--- config.mk ---
export PLATFORM = sky130hd
export DESIGN_NAME = usb3_pkt_tx
export DESIGN_NICKNAME = d
export VERILOG_FILES = /design/src/rtl/usb3_pkt_pkg.sv /design/src/rtl/usb3_tx_skid.sv /design/src/rtl/usb3_pkt_tx.sv
export SDC_FILE = /design/constraint.sdc
export NUM_CORES = 1
export LEC_CHECK = 0
export CORE_UTILIZATION = 32
export CTS_BUF_LIST = sky130_fd_sc_hd__clkbuf_4 sky130_fd_sc_hd__clkbuf_8
export CTS_CLUSTER_DIAMETER = 80
export CTS_CLUSTER_SIZE = 14
export DETAILED_ROUTE_END_ITERATION = 7
export HOLD_SLACK_MARGIN = 0.1
export MAX_ROUTING_LAYER = met4
export SYNTH_ARGS = -nofsm -noshare
export SYNTH_HDL_FRONTEND = slang
export SYNTH_HIERARCHICAL = 1
export SYNTH_SLANG_ARGS = --single-unit
--- constraint.sdc ---
create_clock -name wrclock -period 5.5 [get_ports wrclock]
set_clock_uncertainty 0.1 [all_clocks]
set_input_delay 1.1 -clock wrclock [delete_from_list [all_inputs] [get_ports wrclock]]
set_output_delay 1.1 -clock wrclock [all_outputs]
set_load 0.01 [all_outputs]
--- src/rtl/usb3_pkt_pkg.sv ---
// Shared USB3 packet definitions: header marker, type codes, header layout and FSM encoding.
// Used by the transmit framer and the receive cache parser.
package usb3_pkt_pkg;

  localparam logic [31:0] HDR_MARK    = 32'hFF0000FF;
  localparam logic [15:0] TYPE_CODE_1 = 16'h0000;
  localparam logic [15:0] TYPE_CODE_2 = 16'h000A;
  localparam logic [15:0] TYPE_CODE_3 = 16'h0AAA;
  localparam logic [15:0] TYPE_CODE_4 = 16'hAAAA;
  localparam logic [15:0] TYPE_CODE_5 = 16'h00AA;

  typedef struct packed {
    logic [7:0]  mark_hi;
    logic [15:0] code;
    logic [7:0]  mark_lo;
  } usb3_hdr_t;

  typedef enum logic [2:0] {
    ST_IDLE    = 3'd0,
    ST_HDR     = 3'd1,
    ST_PAYLOAD = 3'd2,
    ST_TRAILER = 3'd3,
    ST_END     = 3'd4,
    ST_GAP     = 3'd5
  } pkt_state_e;

  function automatic logic type_valid(input logic [2:0] pack_type);
    return (pack_type >= 3'd1) && (pack_type <= 3'd5);
  endfunction

  function automatic logic [15:0] type_code(input logic [2:0] pack_type);
    case (pack_type)
      3'd1:    return TYPE_CODE_1;
      3'd2:    return TYPE_CODE_2;
      3'd3:    return TYPE_CODE_3;
      3'd4:    return TYPE_CODE_4;
      3'd5:    return TYPE_CODE_5;
      default: return 16'h0000;
    endcase
  endfunction

  function automatic logic [31:0] hdr_word(input logic [15:0] code);
    usb3_hdr_t h;
    h      = usb3_hdr_t'(HDR_MARK);
    h.code = code;
    return h;
  endfunction

endpackage

--- src/rtl/usb3_tx_skid.sv ---
// Two-entry skid with bypass: absorbs the cache RAM read latency and FX3 full-flag stalls.
// in_ready_c means a read issued this cycle (landing next cycle) is guaranteed a slot.
module usb3_tx_skid #(
  parameter int unsigned DATA_W = 32
) (
  input  logic              wrclock,
  input  logic              rst,
  input  logic              in_valid,
  input  logic [DATA_W-1:0] in_data,
  output logic              in_ready_c,
  output logic              out_valid_c,
  output logic [DATA_W-1:0] out_data_c,
  input  logic              out_ready
);

  logic [DATA_W-1:0] mem [2];
  logic              wr_ptr;
  logic              rd_ptr;
  logic [1:0]        count;
  logic              empty_c;
  logic              pop_c;
  logic              store_c;
  logic              deq_c;
  logic [1:0]        count_nxt_c;

  // Empty skid passes the RAM word straight through so the payload stays gapless
  assign empty_c     = (count == 2'd0);
  assign out_valid_c = !empty_c || in_valid;
  assign out_data_c  = empty_c ? in_data : mem[rd_ptr];
  assign pop_c       = out_valid_c && out_ready;
  assign store_c     = in_valid && !(empty_c && pop_c);
  assign deq_c       = pop_c && !empty_c;
  assign count_nxt_c = count + 2'(store_c) - 2'(deq_c);
  assign in_ready_c  = (count_nxt_c < 2'd2);

  always_ff @(posedge wrclock or posedge rst) begin
    if (rst) begin
      wr_ptr <= 1'b0;
      rd_ptr <= 1'b0;
      count  <= 2'd0;
    end else begin
      if (store_c) wr_ptr <= !wr_ptr;
      if (deq_c)   rd_ptr <= !rd_ptr;
      count <= count_nxt_c;
    end
  end

  always_ff @(posedge wrclock) begin
    if (store_c) mem[wr_ptr] <= in_data;
  end

endmodule

--- src/rtl/usb3_pkt_tx.sv ---
// FX3 slave-FIFO packet framer: header word, PKT_WORDS cache words, then PKTEND.
// Optional checksum trailer word enabled by USB3_TX_CSUM_EN.
module usb3_pkt_tx
  import usb3_pkt_pkg::*;
#(
  parameter int unsigned PKT_WORDS = 256,
  parameter int unsigned ADDR_W    = 8
) (
  input  logic              wrclock,
  input  logic              rst,
  input  logic              start,
  input  logic [2:0]        pack_type,
  output logic [ADDR_W-1:0] src_rdaddress,
  input  logic [31:0]       src_q,
  output logic [31:0]       USB3_DATA,
  output logic              USB3_SLWR_N,
  output logic              USB3_PKTEND_N,
  input  logic              USB3_FLAGB,
  output logic              busy,
  output logic              done,
  output logic              err
);

  localparam int unsigned       CNT_W     = ADDR_W + 1;
  localparam logic [CNT_W-1:0]  N_WORDS   = CNT_W'(PKT_WORDS);
  localparam logic [CNT_W-1:0]  LAST_IDX  = CNT_W'(PKT_WORDS - 1);
  localparam logic [ADDR_W-1:0] LAST_ADDR = ADDR_W'(PKT_WORDS - 1);

  pkt_state_e        state, state_nxt;
  logic              flagb_q;
  logic              rd_pend;
  logic [15:0]       hdr_code, code_nxt;
  logic [CNT_W-1:0]  fetch_cnt, fetch_nxt;
  logic [CNT_W-1:0]  wr_cnt, wr_nxt;
  logic [ADDR_W-1:0] addr_nxt;
  logic [31:0]       data_nxt;
  logic              slwr_n_nxt, pktend_n_nxt, busy_nxt, done_nxt, err_nxt;
  logic              issue_c, skid_ready_c, skid_valid_c, skid_out_ready_c;
  logic [31:0]       skid_data_c;
`ifdef USB3_TX_CSUM_EN
  logic [31:0]       csum, csum_nxt;
`endif

  // Reads are issued only when the skid can take the word one cycle later
  assign issue_c = ((state == ST_HDR) || (state == ST_PAYLOAD)) &&
                   (fetch_cnt != N_WORDS) && skid_ready_c;
  assign skid_out_ready_c = (state == ST_PAYLOAD) && flagb_q;

  usb3_tx_skid #(.DATA_W(32)) u_skid (
    .wrclock     (wrclock),
    .rst         (rst),
    .in_valid    (rd_pend),
    .in_data     (src_q),
    .in_ready_c  (skid_ready_c),
    .out_valid_c (skid_valid_c),
    .out_data_c  (skid_data_c),
    .out_ready   (skid_out_ready_c)
  );

  always_ff @(posedge wrclock or posedge rst) begin
    if (rst) state <= ST_IDLE;
    else     state <= state_nxt;
  end

  always_comb begin
    state_nxt    = state;
    code_nxt     = hdr_code;
    addr_nxt     = src_rdaddress;
    fetch_nxt    = fetch_cnt;
    wr_nxt       = wr_cnt;
    data_nxt     = USB3_DATA;
    slwr_n_nxt   = 1'b1;
    pktend_n_nxt = 1'b1;
    busy_nxt     = busy;
    done_nxt     = 1'b0;
    err_nxt      = 1'b0;
`ifdef USB3_TX_CSUM_EN
    csum_nxt     = csum;
`endif
    if (issue_c) begin
      fetch_nxt = fetch_cnt + CNT_W'(1);
      if (src_rdaddress != LAST_ADDR) addr_nxt = src_rdaddress + ADDR_W'(1);
    end
    case (state)
      ST_IDLE: begin
        if (start) begin
          if (type_valid(pack_type)) begin
            code_nxt  = type_code(pack_type);
            addr_nxt  = '0;
            fetch_nxt = '0;
            wr_nxt    = '0;
            busy_nxt  = 1'b1;
            state_nxt = ST_HDR;
`ifdef USB3_TX_CSUM_EN
            csum_nxt  = '0;
`endif
          end else begin
            err_nxt = 1'b1;
          end
        end
      end
      ST_HDR: begin
        if (flagb_q) begin
          data_nxt   = hdr_word(hdr_code);
          slwr_n_nxt = 1'b0;
          state_nxt  = ST_PAYLOAD;
        end
      end
      ST_PAYLOAD: begin
        if (skid_valid_c && flagb_q) begin
          data_nxt   = skid_data_c;
          slwr_n_nxt = 1'b0;
          wr_nxt     = wr_cnt + CNT_W'(1);
`ifdef USB3_TX_CSUM_EN
          csum_nxt   = csum + skid_data_c;
          if (wr_cnt == LAST_IDX) state_nxt = ST_TRAILER;
`else
          if (wr_cnt == LAST_IDX) state_nxt = ST_END;
`endif
        end
      end
`ifdef USB3_TX_CSUM_EN
      ST_TRAILER: begin
        if (flagb_q) begin
          data_nxt   = csum;
          slwr_n_nxt = 1'b0;
          state_nxt  = ST_END;
        end
      end
`endif
      ST_END: begin
        pktend_n_nxt = 1'b0;
        state_nxt    = ST_GAP;
      end
      ST_GAP: begin
        done_nxt  = 1'b1;
        busy_nxt  = 1'b0;
        state_nxt = ST_IDLE;
      end
      default: state_nxt = ST_IDLE;
    endcase
  end

  always_ff @(posedge wrclock or posedge rst) begin
    if (rst) begin
      flagb_q       <= 1'b0;
      rd_pend       <= 1'b0;
      hdr_code      <= '0;
      fetch_cnt     <= '0;
      wr_cnt        <= '0;
      src_rdaddress <= '0;
      USB3_DATA     <= '0;
      USB3_SLWR_N   <= 1'b1;
      USB3_PKTEND_N <= 1'b1;
      busy          <= 1'b0;
      done          <= 1'b0;
      err           <= 1'b0;
    end else begin
      flagb_q       <= USB3_FLAGB;
      rd_pend       <= issue_c;
      hdr_code      <= code_nxt;
      fetch_cnt     <= fetch_nxt;
      wr_cnt        <= wr_nxt;
      src_rdaddress <= addr_nxt;
      USB3_DATA     <= data_nxt;
      USB3_SLWR_N   <= slwr_n_nxt;
      USB3_PKTEND_N <= pktend_n_nxt;
      busy          <= busy_nxt;
      done          <= done_nxt;
      err           <= err_nxt;
    end
  end

`ifdef USB3_TX_CSUM_EN
  always_ff @(posedge wrclock or posedge rst) begin
    if (rst) csum <= '0;
    else     csum <= csum_nxt;
  end
`endif

endmodule
### Yosys cells after proc, flatten, opt, wreduce, memory -nomap -nowiden

Memories as Yosys holds them, arrays and structs flattened.
Index checks and enable logic that the tools add are counted.

* memories: 1
* register bits: 88
* input bits: 39
* output and inout port bits: 45
* logic and storage cells: 103
* RAM bits: 64

Memory list
* u_skid.mem: words 2, bits a word 32, rd ports 1, clocked after memory_dff 0, wr ports 1, line usb3_tx_skid.sv:16 `logic [DATA_W-1:0] mem [2];`

* equality and inequality tests: 16
* order comparisons: 3
* mux-type cells: 37
* reductions and logical operators: 25
* add/subtract/negate cells: 5

Operators with widths (number)
* $mux W32: 3
* $pmux W16 S4: 1
* $pmux W32 S2: 1
* $mux W9: 7
* $mux W8: 5
* $add A9 B1 Y9 const B: 2
* $pmux W9 S2: 1
* $mux W3: 5
* $eq A3 B3 Y1 const B: 4
* $pmux W3 S4: 1
* $mux W1: 11
* $eq A3 B2 Y1 const B: 3
* $eq A9 B8 Y1 const B: 1
* $logic_and A1 B1 Y1: 9
* $ne A9 B9 Y1 const B: 1
* $reduce_and A3 Y1: 3
* $add A8 B1 Y8 const B: 1
* $ne A8 B8 Y1 const B: 1
* $ne A2 B2 Y1 const B: 3
* $reduce_bool A2 Y1: 3
* $reduce_and A5 Y1: 1
* $logic_not A1 Y1: 4
* $ne A2 B1 Y1 const B: 2
* $pmux W1 S2: 2
* other kinds (10): 11

### Longest topological paths before layout

Gate-level depths: netlist of run 1.

* depth after elaboration: 15
* mapped depth: 16
* gate-level depth less buffers: 14

### Modules after synthesis

Netlist of run 1, hierarchy kept.

By module, submodules not included
* usb3_pkt_tx: area each 3275.6 um2, cells each 310, instances 1, sequential area each 1804.2 um2
* usb3_tx_skid: area each 3026.7 um2, cells each 200, instances 1, sequential area each 2021.9 um2

### Least setup slack after synthesis of run 1

Ideal clock, no wire load.

* path kind: flip-flop to flip-flop
* start point: reg state[2]
* end point: reg src_rdaddress[5]
* period minus slack after synthesis: 3.790 ns
* arrival time: 3.555 ns
* setup slack: 1.710 ns
* cell stages (with the launch flop): 17
* path through: dfrtp_1 > clkbuf_1 > nor3b_1 > buf_2 > and2_1 > nor3b_1 > nand2b_1 > ha_1 > inv_1 > ha_1 > xnor2_1 > xor2_1 > nor2b_1 > o211ai_2 > buf_4 > o41ai_1 > a21oi_1

* word-level cells in the longest chain between the ends: 14
* elaborated cells between the ends (all ways): 19
* classes of those cells: add/sub (2); order compare (1); eq/ne (2); mux (4); reduce/logical (10)

Ends and longest elaborated chain
* start, declared: line usb3_pkt_tx.sv:29 `pkt_state_e state, state_nxt;`
* start signal, assigned: line usb3_pkt_tx.sv:62 `else state <= state_nxt;`
* $eq A3 B2 Y1 *: line usb3_pkt_tx.sv:47 `assign skid_out_ready_c = (state == ST_PAYLOAD) && flagb_q;`
* $logic_and A1 B1 Y1 *: line usb3_pkt_tx.sv:47
* named net skid_out_ready_c: line usb3_pkt_tx.sv:38 `logic issue_c, skid_ready_c, skid_valid_c, skid_out_ready_c;`
* $logic_and A1 B1 Y1 *: line usb3_tx_skid.sv:30 `assign pop_c = out_valid_c && out_ready;`
* $logic_and A1 B1 Y1: line usb3_tx_skid.sv:31 `assign store_c = in_valid && !(empty_c && pop_c);`
* $logic_not A1 Y1: line usb3_tx_skid.sv:31
* $logic_and A1 B1 Y1: line usb3_tx_skid.sv:31
* $add A2 B1 Y2: line usb3_tx_skid.sv:33 `assign count_nxt_c = count + 2'(store_c) - 2'(deq_c);`
* $sub A2 B1 Y2 *: line usb3_tx_skid.sv:33
* $lt A2 B2 Y1 *: line usb3_tx_skid.sv:34 `assign in_ready_c = (count_nxt_c < 2'd2);`
* named net skid_ready_c: line usb3_pkt_tx.sv:38
* $logic_and A1 B1 Y1 *: line usb3_pkt_tx.sv:46 `(fetch_cnt != N_WORDS) && skid_ready_c;`
* $mux W8 *: line usb3_pkt_tx.sv:80 `if (issue_c) begin`
* $mux W8: line usb3_pkt_tx.sv:87 `if (type_valid(pack_type)) begin`
* $mux W8: line usb3_pkt_tx.sv:86 `if (start) begin`
* $mux W8 *: line usb3_pkt_tx.sv:84 `case (state)`
* named net addr_nxt[5]: line usb3_pkt_tx.sv:35 `logic [ADDR_W-1:0] addr_nxt;`
* end signal, assigned: line usb3_pkt_tx.sv:164 `src_rdaddress <= addr_nxt;`
* end, declared: line usb3_pkt_tx.sv:13 `output logic [ADDR_W-1:0] src_rdaddress,`

Mark *: on every way through the listed nets, which the timed path passes. The rest lies on a longest branch.
A chain may end at the register's enable or synchronous reset.

### Final worst setup path of run 1

* start point: reg state[0]
* end point: reg src_rdaddress[5]

Same word-level chain as after synthesis.

==> flow_summary.toml, run 1 <==
[power_and_ir_drop]
pwr-share-seq = 0.410
peakVddDrop_v = 0.000232
internal_power_uw = 2440
sw_frac_of_total = 0.362
cellLeakagePower_uw = 0.00288
p_per_area_nw_per_um2 = 493
combPwrFrac = 0.360
p_clk_frac = 0.230
power.switching_uw = 1380

[setup_path]
startpoint = "state[0]$_DFFE_PP0P_"
end_kind = "flip-flop"
reg2regPathDepth = 14
rrSetupSlack_ns = 1.35
crit-reg2reg-launch = "state[0]$_DFFE_PP0P_"
cp-start-kind = "flip-flop"
crit_type = "flip-flop to flip-flop"
crit_fanout = 15
cp.required_ns = 5.76
r2r_end = "src_rdaddress[5]$_DFF_PP0_"
arrival_ns = 4.41

[die]
coreArea_sq_um = 19000
die_area_sq_um = 20300
io-pin-count = 84
initial_core_util = 0.331
die_h_um = 142
rows = 50
die_w_um = 142

[placed_design]
gp_congestion = 0.780
dp_cells = 826
portBuffers = 83
dpl.hpwl_um = 9400
place_area_sq_um = 7320

[sta]
tightestPinTransition_ns = 1.07
period_needed_ns = 4.15
setup_viol = 0
hold_viol = 0
setup_tns_ns = 0
min_period_over_period = 0.755
rsz0062_at_grt = "false"
maxSlewViolCount = 0
relSlewSlack = 0.283
fin_hold_ws_ns = 0.392
max_freq_mhz = 241

[global_routing]
first_global_vias = 4554
grt_pass1_wl_um = 23700
antenna_found_initial = 1
grt_use_total = 0.158
grt-ovfl-total = 0
grt_max_degree = 51

[final_layout]
final_cells = 859
fill_cells = 1840
post-route-util = 0.408
final_area_sq_um = 7750
fin_nets = 631
drive_gt1_frac = 0.135
final_cell_mix = "clkdlybuf4s50_1 (83), dfrtp_1 (73), edfxtp_1 (64), nor3_1 (37), mux2i_1 (36)"
area_growth_pct = 23.0
layout_commonest_cell = "clkdlybuf4s50_1"

[synth]
postSynthCellCount = 510
ys_types = 55
ys_seq_area_frac = 0.607
synth_top_flop_cell = "dfrtp_1"
avgSynthCellArea_sq_um = 12.4
synth_area_sq_um = 6300
ys_ff_latch = 140
synth_edf_count = 64
async_flop_share = 0.543
ys_warn_count = 6
synth_nets = 556

[hold_path]
min_path_cells = 2
hold_path.class = "flip-flop to flip-flop"
whs_endpoint = "USB3_DATA[21]$_DFFE_PP0P_"
min_from = "USB3_DATA[21]$_DFFE_PP0P_"

[clock_network]
ctsLongestPathBuffers = 2
h-tree-depth = 4
cts_root_buf = "clkbuf_8"
cts_setup_buffers = 0
cts_inserted_buffers = 17
cts_tree = "yes"
clk_latency_ns = 0.43
postCtsResizedCells = 0
clkTransAtPathRegs_ns = 0.08
postCtsHoldBufs = 0
clock_sinks = 140

[drt]
ant_nets = 0
drcViolationCount = 0
routed.top_layer = "met4"
drt_wl_total_um = 14600
avgRoutedWirePerCell_um = 17.0
dr.pass1.iters = 5
met3_length_um = 780
wl_met2_um = 7240
drt_iter0_drc = 184
num_vias = 4312
drt-met1-wl_um = 6470
via_per_inst = 5.02

[outcome]
status = "finished, final reports clean"

[flow_run]
drv_cap = 0
[worst max-delay path by stage]
| stage | depth (start not counted) | to |
|---|---|---|
| after global placement | 14 | src_rdaddress[5]$_DFF_PP0_ |
| after floorplan | 16 | src_rdaddress[5]$_DFF_PP0_ |
| after global routing | 14 | src_rdaddress[5]$_DFF_PP0_ |
| final | 14 | src_rdaddress[5]$_DFF_PP0_ |
| after CTS | 14 | src_rdaddress[5]$_DFF_PP0_ |
| after detailed placement | 14 | src_rdaddress[5]$_DFF_PP0_ |
[metrics by stage]
| step | setup slack (ns) | total power [uW] |
|---|---|---|
| 6_report | 1.35 | 3820 |
| 5_1_grt | 0.855 | 4070 |
| 4_1_cts | 1.33 | 3880 |
| 3_5_place_dp | 1.37 | 2980 |
| 3_3_place_gp | 1.50 | 2940 |
| 2_1_floorplan | 1.71 | 2520 |
[logic make-up (layout without fill, tap and decap cells)]
family / after synthesis / after routing / synth area share
other: 0 / 1 / 0
XOR/XNOR: 11 / 11 / 0.0153
AO/OA/AOI/OAI: 124 / 124 / 0.145
buffers and inverters: 48 / 136 / 0.0395
AND/OR/NAND/NOR: 144 / 144 / 0.122
adder cells (fa/ha/maj): 7 / 7 / 0.0139
flip-flops: 140 / 140 / 0.607
multiplexers: 36 / 36 / 0.0572
[cell usage after synthesis (3+ instances only)]
cell type	instances	area [sq um]
and3_1	5	31.3
xnor2_1	6	52.6
xor2_1	5	43.8
inv_1	15	56.3
or4_1	5	37.5
buf_4	5	37.5
nor2_1	14	52.6
a21oi_1	27	135
dfrtp_1	74	1850
o22a_1	16	140
buf_2	9	45.0
o31ai_1	9	67.6
nand3_1	11	55.1
o21ai_0	15	75.1
nor4b_1	3	26.3
nor3_1	37	185
buf_6	5	56.3
ha_1	7	87.6
clkbuf_1	12	45.0
mux2i_1	36	360
edfxtp_1	64	1920
nor2b_1	7	43.8
nand2b_1	7	43.8
a22o_1	9	78.8
o211ai_1	3	22.5
nand2_1	34	128
a21oi_2	31	272
or3_1	3	18.8
[power by group through the flow]
| stage | clock network (uW) | registers, uW | logic, uW |
|---|---|---|---|
| after detailed placement | 0 | 1590 | 1390 |
| after global placement | 0 | 1580 | 1360 |
| final | 879 | 1560 | 1380 |
| after global routing | 955 | 1600 | 1520 |
| after floorplan | 0 | 1510 | 1010 |
| after CTS | 912 | 1570 | 1390 |
[critical path, cell delays in order (launching register included)]
cell and delay, ns:
dfrtp_1 0.53, nor3b_2 0.23, buf_4 0.21, and2_1 0.19, nor3b_1 0.52, nand2b_1 0.18
ha_1 0.22, inv_1 0.05, ha_1 0.15, xnor2_1 0.18, xor2_1 0.24, nor2b_1 0.26
o211ai_2 0.30, or4b_1 0.57, a21oi_1 0.14
[final cells by class]
| cell class | count | area [sq um] | area share |
|---|---|---|---|
| clock inverter | 12 | 163 | 0.0210 |
| inverter | 16 | 60.1 | 0.00775 |
| sequential | 140 | 3830 | 0.494 |
| multi-input combinational | 322 | 2240 | 0.289 |
| tap | 260 | 325 | 0.0420 |
| timing repair buffer | 88 | 868 | 0.112 |
| clock buffer | 20 | 263 | 0.0339 |
| antenna | 1 | 2.50 | 0.000323 |
[per-layer routing]
metal / vias up / track usage
met1: 2137 / 0.193
met3: 9 / 0.0400
met5: - / -
li1: 2045 / -
met2: 121 / 0.259
met4: 0 / 0.0436
[sequential cells by signal (all words and copies together), names as in the netlist]
signal,cells
USB3_DATA,32
USB3_PKTEND_N,1
USB3_SLWR_N,1
busy,1
done,1
err,1
fetch_cnt,9
flagb_q,1
hdr_code,4
rd_pend,1
src_rdaddress,8
state,3
u_skid/count,2
u_skid/mem,64
u_skid/rd_ptr,1
u_skid/wr_ptr,1
wr_cnt,9
Power figures use the tool's default switching activity.
==> inputs of run 2 (changes only) <==
==> constraint.sdc (replaced) <==
create_clock -name wrclock -period 3.5 [get_ports wrclock]
set_clock_uncertainty 0.1 [all_clocks]
set_input_delay 0.7 -clock wrclock [delete_from_list [all_inputs] [get_ports wrclock]]
set_output_delay 0.7 -clock wrclock [all_outputs]
set_load 0.01 [all_outputs]
==> run 2 against run 1 <==
Hold slack got worse by 0.010 ns; sequential share of layout area decreased by 0.77 points; sequential power increased by 56%; flip-flop and latch count unchanged.
==> flow_summary.toml, run 2 (synthesized netlist as in run 1, its figures left out) <==
[outcome]
status = "finished, final reports clean"

[drt]
via_per_inst = 5.06
num_vias = 4398
drt_iter0_drc = 257
drt_wl_total_um = 14600
drcViolationCount = 0
avgRoutedWirePerCell_um = 16.7
dr.pass1.iters = 4
ant_nets = 0

[hold_path]
hold_path.class = "flip-flop to flip-flop"
whs_endpoint = "USB3_DATA[17]$_DFFE_PP0P_"
min_from = "USB3_DATA[17]$_DFFE_PP0P_"
min_path_cells = 2

[die]
initial_core_util = 0.331
coreArea_sq_um = 19000
die_h_um = 142
die_w_um = 142
rows = 50
io-pin-count = 84
die_area_sq_um = 20300

[setup_path]
crit_family = "simple AND/OR/NAND/NOR gates"
arrival_ns = 3.58
cp_slowest_cell = "or4b_1"
end_kind = "flip-flop"
crit_chain = "nor3b_2 > and2_1 > nor3b_2 > nand2b_1 > ha_1 > inv_1 > ha_1 > xnor2_1 > xor2_1 > nor2b_2 > o211ai_4 > or4b_1 > a21oi_1"
rrSetupSlack_ns = 0.19
cp.required_ns = 3.77
worst-path-buf-inv = 1
reg2regPathDepth = 13
critical_path.max_stage_delay_ns = 0.56
crit-reg2reg-launch = "state[1]$_DFFE_PP0P_"
crit_fanout = 13
cp-start-kind = "flip-flop"
r2r_end = "src_rdaddress[5]$_DFF_PP0_"
crit_type = "flip-flop to flip-flop"

[power_and_ir_drop]
cellLeakagePower_uw = 0.00295
p_clk_frac = 0.235
combPwrFrac = 0.368
pwr-share-seq = 0.397
sw_frac_of_total = 0.358
p_total_uw = 6120
peakVddDrop_v = 0.000380
internal_power_uw = 3930
power.switching_uw = 2190
p_per_area_nw_per_um2 = 778

[final_layout]
layout_commonest_cell = "clkdlybuf4s50_1"
drive_gt1_frac = 0.153
final_cell_mix = "clkdlybuf4s50_1 (83), dfrtp_1 (73), edfxtp_1 (64), nor3_1 (37), mux2i_1 (36)"
largest_register_ffs = 64
largest-register = "u_skid/mem"
reg_top3 = "u_skid/mem: 64 flops, USB3_DATA: 32 flops"
area_growth_pct = 24.9
post-route-util = 0.414
fill_cells = 1819
fin_nets = 642

[sta]
maxSlewViolCount = 0
fin_hold_ws_ns = 0.382
hold_viol = 0
tightestPinTransition_ns = 1.09
setup_viol = 0
rsz0062_at_grt = "false"
max_freq_mhz = 302
setup_tns_ns = 0
min_period_over_period = 0.946
period_needed_ns = 3.31
relSlewSlack = 0.276

[clock_network]
cts_inserted_buffers = 17
cts_tree = "yes"
cts_setup_buffers = 0
h-tree-depth = 4
cts_root_buf = "clkbuf_8"
clkTransAtPathRegs_ns = 0.09
clock_sinks = 140
ctsLongestPathBuffers = 2
clk_latency_ns = 0.44

[placed_design]
gp_congestion = 0.773
portBuffers = 83
dpl.hpwl_um = 9540

[global_routing]
grt_pass1_wl_um = 23600
grt-ovfl-total = 0
first_global_vias = 4534
grt_max_degree = 34
antenna_found_initial = 1
grt_use_total = 0.157

[flow_run]
drv_cap = 0
==> run 2: cell count changes in the layout (fill, tap and decap cells not counted), sizes merged <==
cell / previous run / this run
buf: 5 / 16
clkbuf: 20 / 18
bufinv: 3 / 4
clkinv: 4 / 5
==> run 2: what timing repair did <==
action	in CTS	in global routing
hold endpoints to repair	0	0
gates resized for setup	0	1
endpoints found under the setup margin	0	2
hold buffers	0	0
==> run 2: area by class of cell <==
cell class              count  area [sq um]  area share
multi-input cells         322          2260       0.287
diodes                      1          2.50    0.000318
clock buffers              18           248      0.0315
clock inverters            14           190      0.0242
repair buffers             99           963       0.122
well taps                 260           325      0.0413
flip-flops and latches    140          3830       0.486
inverters                  16          60.1     0.00763
==> run 2: worst max-delay path by stage <==
stage	from	cells past startpoint	to
floorplan	state[2]$_DFFE_PP0P_	16	src_rdaddress[5]$_DFF_PP0_
global placement	state[1]$_DFFE_PP0P_	13	src_rdaddress[5]$_DFF_PP0_
detailed placement	state[1]$_DFFE_PP0P_	13	src_rdaddress[5]$_DFF_PP0_
CTS	state[1]$_DFFE_PP0P_	13	src_rdaddress[5]$_DFF_PP0_
global route	state[1]$_DFFE_PP0P_	13	src_rdaddress[5]$_DFF_PP0_
finish	state[1]$_DFFE_PP0P_	13	src_rdaddress[5]$_DFF_PP0_
==> run 2: per-layer routing <==
metal  wire (um)  vias to the layer above  part of all wire  track usage
li1            -                     2077                 -            -
met1        6690                     2210              0.46        0.194
met2        6970                      100              0.48        0.249
met3         742                       11             0.051       0.0431
met4         169                        0             0.012       0.0492
met5           0                        -                 0            -
==> run 2: worst register-to-register path, delay by kind of cell, from the launching register on <==
kind,cells,cell delay [ns]
adders and majority gates,2,0.45
DFF,1,0.39
xor gates and xnor gates,2,0.46
AOI/OAI and AO/OA,2,0.35
and+or+nand+nor,6,1.46
buffers and inverters,1,0.04
==> run 2: stage by stage <==
stage | cell area (sq um) | setup slack [ns] | std cells
CTS | 7860 | 0.0990 | 869
floorplan | 6320 | 0.0331 | 510
detailed placement | 7420 | 0.0975 | 837
global route | 7870 | 0.000387 | 870
global placement | 7420 | 0.245 | 837
finish | 7870 | 0.188 | 870
==> run 2: power groups by stage <==
stage	Sequential [uW]	Clock, uW	Combinational [uW]
5_1_grt	2480	1550	2470
2_1_floorplan	2380	0	1590
3_5_place_dp	2470	0	2250
3_3_place_gp	2450	0	2200
6_report	2430	1440	2250
4_1_cts	2430	1480	2260
==> inputs of run 3 (changes only) <==
--- a/config.mk
+++ b/config.mk
@@ -8,7 +8,7 @@
 export CORE_UTILIZATION = 32
 export CTS_BUF_LIST = sky130_fd_sc_hd__clkbuf_4 sky130_fd_sc_hd__clkbuf_8
 export CTS_CLUSTER_DIAMETER = 80
-export CTS_CLUSTER_SIZE = 14
+export CTS_CLUSTER_SIZE = 24
 export DETAILED_ROUTE_END_ITERATION = 7
 export HOLD_SLACK_MARGIN = 0.1
 export MAX_ROUTING_LAYER = met4
==> results of run 3 <==
The final DEF is identical to that of run 2; final timing and power are the same.
